**config.mk**
```make
export PLATFORM = sky130hd
export DESIGN_NAME = mux_scan_sequencer
export DESIGN_NICKNAME = d
export VERILOG_FILES = /design/src/rtl/mux_scan_pkg.sv /design/src/rtl/mux_scan_sequencer_next_chan_find.sv /design/src/rtl/mux_scan_sequencer.sv
export SDC_FILE = /design/constraint.sdc
export NUM_CORES = 1
export LEC_CHECK = 0
export CAP_MARGIN = 20
export CORE_MARGIN = 5
export CORE_UTILIZATION = 45
export CTS_CLUSTER_DIAMETER = 120
export DETAILED_ROUTE_END_ITERATION = 10
export DONT_BUFFER_PORTS = 1
export PLACE_DENSITY_LB_ADDON = 0.25
export SLEW_MARGIN = 20
export SYNTH_ARGS = -nofsm -noshare
export SYNTH_HDL_FRONTEND = slang
export SYNTH_HIERARCHICAL = 1
export SYNTH_SLANG_ARGS = --single-unit
```
**constraint.sdc**
```tcl
create_clock -name clk -period 3.6 [get_ports clk]
set_input_delay 0.54 -clock clk [delete_from_list [all_inputs] [get_ports clk]]
set_output_delay 0.54 -clock clk [all_outputs]
set_load 0.05 [all_outputs]
```
**src/rtl/mux_scan_pkg.sv**
```systemverilog
`default_nettype none
// ============================================================================
//  Module   : mux_scan_pkg
//  Brief    : Shared types and constants for the mux scan sequencer.
//  Revision : 1.0 - initial release
// ============================================================================
package mux_scan_pkg;

  // Number of mux channels and the matching select width
  localparam int N_CH  = 16;
  localparam int SEL_W = 4;

  // Width of the settle-time down-counter (covers 0..15 idle cycles)
  localparam int CNT_W = 4;

  // Scan sequencer states
  typedef enum logic [1:0] {
    ST_IDLE   = 2'd0,
    ST_SETTLE = 2'd1,
    ST_SAMPLE = 2'd2,
    ST_OUTPUT = 2'd3
  } state_t;

endpackage : mux_scan_pkg
`default_nettype wire

```
**src/rtl/mux_scan_sequencer_next_chan_find.sv**
```systemverilog
`default_nettype none
// ============================================================================
//  Module   : next_chan_find
//  Brief    : Finds the lowest enabled channel strictly above the current
//             select, or at/above it when i_incl_cur is set. Purely
//             combinational.
//  Revision : 1.0 - initial release
// ============================================================================
module next_chan_find
  import mux_scan_pkg::*;
(
  input  logic [N_CH-1:0]  i_mask,
  input  logic [SEL_W-1:0] i_cur_sel,
  input  logic             i_incl_cur,
  output logic [SEL_W-1:0] o_next_sel,
  output logic             o_found
);

  // Walk from the top channel down so the last qualifying hit is the lowest
  always_comb begin
    o_next_sel = '0;
    o_found    = 1'b0;
    for (int i = N_CH - 1; i >= 0; i--) begin
      if (i_mask[i] && ((i > int'(i_cur_sel)) ||
                        (i_incl_cur && (i == int'(i_cur_sel))))) begin
        o_next_sel = SEL_W'(i);
        o_found    = 1'b1;
      end
    end
  end

endmodule : next_chan_find
`default_nettype wire

```
**src/rtl/mux_scan_sequencer.sv**
```systemverilog
`default_nettype none
// ============================================================================
//  Module   : mux_scan_sequencer
//  Brief    : Steps a 16:1 single-bit mux through the enabled channels,
//             samples each after a programmable settle time and delivers
//             the assembled capture word on a valid/ready interface.
//  Revision : 1.0 - initial release
// ============================================================================
module mux_scan_sequencer
  import mux_scan_pkg::*;
#(
  parameter int unsigned SETTLE_CYCLES = 1
)
(
  input  logic             clk,
  input  logic             rst_n,
  input  logic             start,
  input  logic             abort,
  input  logic [N_CH-1:0]  scan_mask,
  output logic [SEL_W-1:0] mux_sel,
  input  logic             mux_out,
  output logic             busy,
  output logic [N_CH-1:0]  dout,
  output logic             dout_valid,
  input  logic             dout_ready
);

  // Counter reload value and the state a freshly selected channel enters
  localparam logic [CNT_W-1:0] c_settle     = CNT_W'(SETTLE_CYCLES);
  localparam state_t           c_chan_state = (SETTLE_CYCLES == 0) ? ST_SAMPLE : ST_SETTLE;

  state_t           r_state;
  logic [N_CH-1:0]  r_mask;
  logic [N_CH-1:0]  r_cap;
  logic [CNT_W-1:0] r_cnt;
  logic [SEL_W-1:0] r_sel;
  logic [N_CH-1:0]  r_dout;
  logic             r_valid;
  logic             r_busy;

  logic             w_accept;
  logic [SEL_W-1:0] w_first_sel;
  logic             w_first_found;
  logic [SEL_W-1:0] w_next_sel;
  logic             w_next_found;
  logic [N_CH-1:0]  w_cap_next;

  // First channel of a new scan, taken straight from the incoming mask
  next_chan_find u_first_find (
    .i_mask     (scan_mask),
    .i_cur_sel  ({SEL_W{1'b0}}),
    .i_incl_cur (1'b1),
    .o_next_sel (w_first_sel),
    .o_found    (w_first_found)
  );

  // Next channel above the one currently being sampled
  next_chan_find u_next_find (
    .i_mask     (r_mask),
    .i_cur_sel  (r_sel),
    .i_incl_cur (1'b0),
    .o_next_sel (w_next_sel),
    .o_found    (w_next_found)
  );

  // A scan starts from IDLE, or from OUTPUT on the handshake edge
  assign w_accept = start && ((r_state == ST_IDLE) ||
                              ((r_state == ST_OUTPUT) && dout_ready));

  // Capture word including the bit being sampled this cycle
  always_comb begin
    w_cap_next        = r_cap;
    w_cap_next[r_sel] = mux_out;
  end

  // Scan state machine with registered outputs
  always_ff @(posedge clk or negedge rst_n) begin
    if (!rst_n) begin
      r_state <= ST_IDLE;
      r_mask  <= '0;
      r_cap   <= '0;
      r_cnt   <= '0;
      r_sel   <= '0;
      r_dout  <= '0;
      r_valid <= 1'b0;
      r_busy  <= 1'b0;
    end else if (abort) begin
      // Cancel wins over everything; partial capture is dropped, dout kept
      r_state <= ST_IDLE;
      r_cap   <= '0;
      r_cnt   <= '0;
      r_sel   <= '0;
      r_valid <= 1'b0;
      r_busy  <= 1'b0;
    end else if (w_accept) begin
      r_mask <= scan_mask;
      r_cap  <= '0;
      if (!w_first_found) begin
        // Empty mask: result is immediately available and all-zero
        r_state <= ST_OUTPUT;
        r_dout  <= '0;
        r_valid <= 1'b1;
        r_busy  <= 1'b0;
      end else begin
        r_state <= c_chan_state;
        r_sel   <= w_first_sel;
        r_cnt   <= c_settle;
        r_valid <= 1'b0;
        r_busy  <= 1'b1;
      end
    end else begin
      case (r_state)
        ST_SETTLE: begin
          if (r_cnt <= CNT_W'(1)) begin
            r_cnt   <= '0;
            r_state <= ST_SAMPLE;
          end else begin
            r_cnt <= r_cnt - CNT_W'(1);
          end
        end
        ST_SAMPLE: begin
          r_cap <= w_cap_next;
          if (w_next_found) begin
            r_sel   <= w_next_sel;
            r_cnt   <= c_settle;
            r_state <= c_chan_state;
          end else begin
            // Last channel: publish the word, select holds its final value
            r_state <= ST_OUTPUT;
            r_dout  <= w_cap_next;
            r_valid <= 1'b1;
            r_busy  <= 1'b0;
          end
        end
        ST_OUTPUT: begin
          if (dout_ready) begin
            r_state <= ST_IDLE;
            r_valid <= 1'b0;
          end
        end
        default: begin
          r_state <= ST_IDLE;
        end
      endcase
    end
  end

  assign mux_sel    = r_sel;
  assign busy       = r_busy;
  assign dout       = r_dout;
  assign dout_valid = r_valid;

endmodule : mux_scan_sequencer
`default_nettype wire

```
==> Word-level counts from Yosys, hierarchy flattened <==
Index checks and enable logic that the tools add are counted.
{ "totals": {"in_bits": 22, "reg_bits": 60, "elab_cells": 172} }
{ "op_classes": {"n_bitwise": 1, "add_sub_neg": 1, "n_eq_ne": 11, "reduce_logical": 32, "n_mux": 101, "n_lt_le_gt_ge": 18} }
{ "op_table": {"columns": ["operator", "n"], "rows": [
  ["$mux W4", 41],
  ["$mux W16", 7],
  ["$mux W1", 42],
  ["$gt A4 B4 Y1 const A", 8],
  ["$logic_and A1 B1 Y1", 18],
  ["$bwmux W16", 1],
  ["$gt A3 B4 Y1 const A", 4],
  ["$mux W2", 6],
  ["$ne A4 B4 Y1 const B", 3],
  ["$reduce_and A3 Y1", 3],
  ["$gt A2 B4 Y1 const A", 2],
  ["$pmux W4 S2", 1],
  ["$reduce_bool A4 Y1", 2],
  ["$pmux W2 S3", 1],
  ["$reduce_and A2 Y1", 3],
  ["$reduce_bool A3 Y1", 2],
  ["$lt A4 B5 Y1 const B", 1],
  ["$demux W1 S4", 1],
  ["$eq A2 B2 Y1 const B", 2],
  ["$ge A4 B1 Y1 const B", 1],
  ["$gt A1 B4 Y1 const A", 1],
  ["$le A4 B1 Y1 const B", 1],
  ["$ne A2 B2 Y1 const B", 2],
  ["$ne A4 B3 Y1 const B", 1],
  ["other kinds (10)", 10]
]} }

==> Depth between registers and ports, before layout <==
{ "depth": {"depth_word": 21, "ltp_mapped": 12, "mapped_depth_nobuf": 9} }

==> Cells and area by module <==
The synthesis kept the hierarchy.
{ "modules_own_cells": {"columns": ["mod", "area_each_um2", "seq_area_each_um2", "n_inst", "cells_each"], "rows": [
  ["mux_scan_sequencer", 3041.7, 1501.4, 1, 250],
  ["next_chan_find", 530.5, 0.0, 2, 80]
]} }

==> Worst setup path before layout <==
Ideal clock, no wire load.
{ "synth_path": {"path_type": "flip-flop to flip-flop", "from": "reg r_sel[2], in the netlist mux_sel[2]", "to": "reg r_dout[11], in the netlist dout[11]", "path_stages_with_launch": 13, "path_slack_ns": 0.289, "period_less_slack_ns": 3.311, "arrival_ns": 3.186, "cell_sequence": "dfrtp_1 > buf_2 > nand3_1 > o21a_1 > a2111oi_4 > and4_1 > nand4_1 > inv_1 > a21oi_1 > or3b_1 > buf_6 > buf_8 > mux2_4"} }
{ "synth_via": {"elab_chain_len": 19, "elab_cells_between_ends": 56, "cone_classes": "order compare (17); eq/ne (1); mux (21); reduce/logical (17)"} }
{ "synth_lines": {"columns": ["item", "line", "source"], "rows": [
  ["from (decl)", "mux_scan_sequencer.sv:36", "logic [SEL_W-1:0] r_sel;"],
  ["from (signal assigned)", "mux_scan_sequencer.sv:106", "r_sel <= w_first_sel;"],
  ["from (signal assigned)", "mux_scan_sequencer.sv:124", "r_sel <= w_next_sel;"],
  ["$gt A4 B4 Y1", "mux_scan_sequencer_next_chan_find.sv:24", "if (i_mask[i] && ((i > int'(i_cur_sel)) ||"],
  ["$logic_and A1 B1 Y1", "mux_scan_sequencer_next_chan_find.sv:24", null],
  ["$mux W1 (14 in a row)", "mux_scan_sequencer_next_chan_find.sv:24", null],
  ["$mux W1 *", "mux_scan_sequencer_next_chan_find.sv:24", null],
  ["via w_next_found", "mux_scan_sequencer.sv:45", "logic w_next_found;"],
  ["$ne A2 B2 Y1 (no source line) *", null, null],
  ["$reduce_and A4 Y1 (no source line) *", null, null],
  ["to (signal assigned)", "mux_scan_sequencer.sv:130", "r_dout <= w_cap_next;"],
  ["to (decl)", "mux_scan_sequencer.sv:37", "logic [N_CH-1:0] r_dout;"]
]} }
Mark *: on every way through the listed nets, which the timed path passes. The rest lies on a longest branch. The select of a mux whose other input is x is not followed.
A chain may end at the register's enable or synchronous reset.

==> Worst setup path in the final report <==
{ "layout_path": {"from": "reg r_sel[1], in the netlist mux_sel[1]", "to": "reg r_dout[5], in the netlist dout[5]"} }
Same word-level chain as after synthesis.

==> out/results.tsv <==
stage	metric	value	unit
sta	fin_tns_setup	0	ns
status	status	complete, no violations	
power_and_ir_drop	power.leakage	1.998	nW
floorplanning	core_area	8806	sq um
yosys	yosysWarningCount	6	
global_route	grt_pass1_vias	3145	
power_and_ir_drop	p_clk_share	32.1	%
power_and_ir_drop	power.internal	0.001259	W
sta	drv_slew	0	
worst_setup_path	cp-startpoint	mux_sel[1]	
yosys	ys_types	67	
run	maxCapViolCount	0	
floorplanning	initial_core_util	46.59	%
yosys	yosysMostFrequentCell	dfrtp_1	
yosys	synth_top_family_by_area	compound AO/OA/AOI/OAI gates	
yosys	yosysSeqAreaShare	36.60	%
yosys	synth-edff-count	0	
yosys	ys.flop_type	dfrtp_1	
clock_tree	cts.clk_slew.worst_paths	0.09	ns
worst_setup_path	worstSetupStartpointType	flop	
yosys	synth_xor_area_share	0	%
power_and_ir_drop	p_sw	0.0006558	W
clock_tree	clk_latency	0.35	ns
detailed_routing	vias	3364	
sta	post-route-period-util	93.53	%
power_and_ir_drop	ir_drop	228.9	uV
yosys	netlist_instances	410	
detailed_routing	drtIter0Drc	270	
power_and_ir_drop	seqPwrFrac	43.0	%
global_route	grt_pass1_wl	16.83	mm
finish	area_delta_synth_final	9.119	%
clock_tree	ctsResizeCount	0	
worst_setup_path	critPathKind	reg2reg	
yosys	synth-simple-area-share	17.93	%
floorplanning	num_rows	34	
clock_tree	cts_buffer_depth	2	
detailed_routing	routed_wl	10.12	mm
floorplanning	die_area	11130	sq um
global_route	grt_max_degree	61	
place	gp_congestion	0.8612	
finish	fill_cells	787	
sta	whs	0.05666	ns
clock_tree	cts_root_buffer	clkbuf_8	
worst_setup_path	setup.worst_path.end	dout[5]	
place	dp_hpwl	6.997	mm
yosys	synthArstFlopShare	100.0	%
finish	drive_gt1_share	16.82	%
yosys	syn-cell-area	4103	sq um
worst_setup_path	rr_endpoint	dout[5]	
detailed_routing	via_per_inst	6.139	
sta	slew_headroom	41.46	%
yosys	yosys_register_bits	60	
power_and_ir_drop	power.density	427.6	nW/um^2
power_and_ir_drop	p_comb_share	24.9	%
clock_tree	cts_tree	yes	
yosys	yosysTopAreaCell	dfrtp_1	
worst_setup_path	r2r_slack	0.23	ns
power_and_ir_drop	swShare	34.26	%
yosys	synth_fa_ha_area_share	2.379	%
yosys	synth_compound_area_share	23.12	%
detailed_routing	wl_per_cell	18.47	um
worst_setup_path	reg2reg_depth	10	
clock_tree	numClockSinks	60	
worst_setup_path	worstSetupEndpointType	flop	
sta	final_hold_viol_count	0	
detailed_routing	first_pass_iters	5	
place	portBuffers	0	
floorplanning	io_pins	44	
sta	setup_violations	0	
sta	worstMarginPinSlew	0.8781	ns
yosys	synthMuxAreaShare	14.33	%
worst_setup_path	rr_startpoint	mux_sel[1]	
sta	period_needed	3.367	ns
yosys	avgSynthCellArea	10.01	sq um
finish	fin_nets	463	
worst_setup_path	crit_required	3.82	ns
clock_tree	h-tree-depth	3	
detailed_routing	ant_nets	0	
worst_setup_path	crit_arrival	3.59	ns
global_route	track_usage	18.58	%
sta	max_freq	297.0	MHz
worst_hold_path	min_path_type	in2async	
clock_tree	cts_buffers	9	
global_route	antenna_found_initial	0	
detailed_routing	drc	0	
global_route	grt_overflow	0	
clock_tree	post_cts_buffers	0	
worst_setup_path	critical_path_peak_fanout	16	
finish	n_antenna_cell	0	
floorplanning	die_h	105.5	um
yosys	synthTopCellsByArea	dfrtp_1 37%, mux2_2 7.1%, mux2i_1 3.9%, a22o_1 3.4%, mux2_4 3.3%	
sta	clock_skew	0.01516	ns
yosys	synthTopCellsByCount	60 x dfrtp_1, 33 x nor2_1, 26 x mux2_2, 23 x nand2_1, 17 x a21oi_1	
sta	rsz0062_at_grt	false	
floorplanning	die_w	105.5	um
yosys	synth_top_area_share	36.60	%
[metrics by stage]
step                      setup slack [ns]  area (sq um)  util, %  instances  power (W)
after detailed placement            0.3104          4250    48.27        531   0.001278
after global placement              0.3405          4250    48.27        531   0.001270
after global routing               0.09737          4477    50.84        548   0.002028
after CTS                           0.3249          4477    50.84        548   0.001922
after floorplan                     0.2888          4219        -        441   0.001194
final                               0.2329          4477    50.84        548   0.001914
[power by group through the flow]
stage / registers (W) / logic, W / clock network (W)
floorplan: 0.000835 / 0.000359 / 0
CTS: 0.000824 / 0.000464 / 0.000634
global placement: 0.000835 / 0.000435 / 0
detailed placement: 0.000836 / 0.000442 / 0
global route: 0.000833 / 0.000523 / 0.000672
finish: 0.000824 / 0.000476 / 0.000615
[worst min-delay path by stage]
stage	from	to	cells past startpoint
after CTS	rst_n	dout[4]	1
after global routing	rst_n	dout[4]	1
after detailed placement	rst_n	r_mask[12]	0
after floorplan	rst_n	busy	0
final	rst_n	dout[4]	1
after global placement	rst_n	r_mask[4]	0
[critical path: stages, from the launching register on]
cell and delay, ns:
dfrtp_1 0.41, buf_4 0.28, nand2_1 0.11, o211ai_1 0.23, o31ai_1 0.14, a211oi_1 0.39
nand4_1 0.32, inv_1 0.15, a21oi_1 0.04, or3b_1 0.74, mux2_4 0.43
[layer usage]
layer	wire length (um)	GRT usage, %
met5	0	0
met4	80	5.342
met3	736	5.379
met2	4651	27.78
met1	4653	26.13
[final cells by class]
cell class / count / area, sq um / area share (%)
clock inverters: 7 / 75.07 / 1.677
inverters: 16 / 60.06 / 1.342
flip-flops and latches: 60 / 1501 / 33.54
multi-input cells: 339 / 2494 / 55.70
clock buffers: 9 / 123.9 / 2.767
repair buffers: 9 / 87.58 / 1.956
well taps: 108 / 135.1 / 3.018
[repair_timing]
item / 4_1_cts / 5_1_grt
setup endpoints to repair: 0 / 0
endpoints found under the hold margin: 60 / 0
hold buffers: 1 / 0
[flip-flops by register name, summed over array words and instances (netlist names)]
register	cells
r_cnt	4
r_state	2
dout_valid	1
r_mask	16
r_cap	16
dout	16
mux_sel	4
busy	1
[layout by cell type, fill, tap and decap left out, types with 5 or more instances in the layout]
cell,n
dfrtp_1,60
nor2_1,33
conb_1,33
mux2_2,26
nand2_1,23
a21oi_1,17
mux2i_1,16
a22o_1,16
o21ai_0,15
inv_1,14
mux2_4,9
clkbuf_8,9
and3_1,8
buf_4,8
nand3_1,7
nor4bb_1,6
nand4b_1,6
nor2b_1,6
a211o_1,6
ha_1,6
o21a_1,6
a32o_1,5
[logic make-up after synthesis]
kind of cell / Yosys count
and+or+nand+nor: 127
buffers and inverters: 42
muxes: 51
AOI/OAI and AO/OA: 120
other: 2
adders and majority gates: 8
DFF: 60
Power figures use the tool's default switching activity.
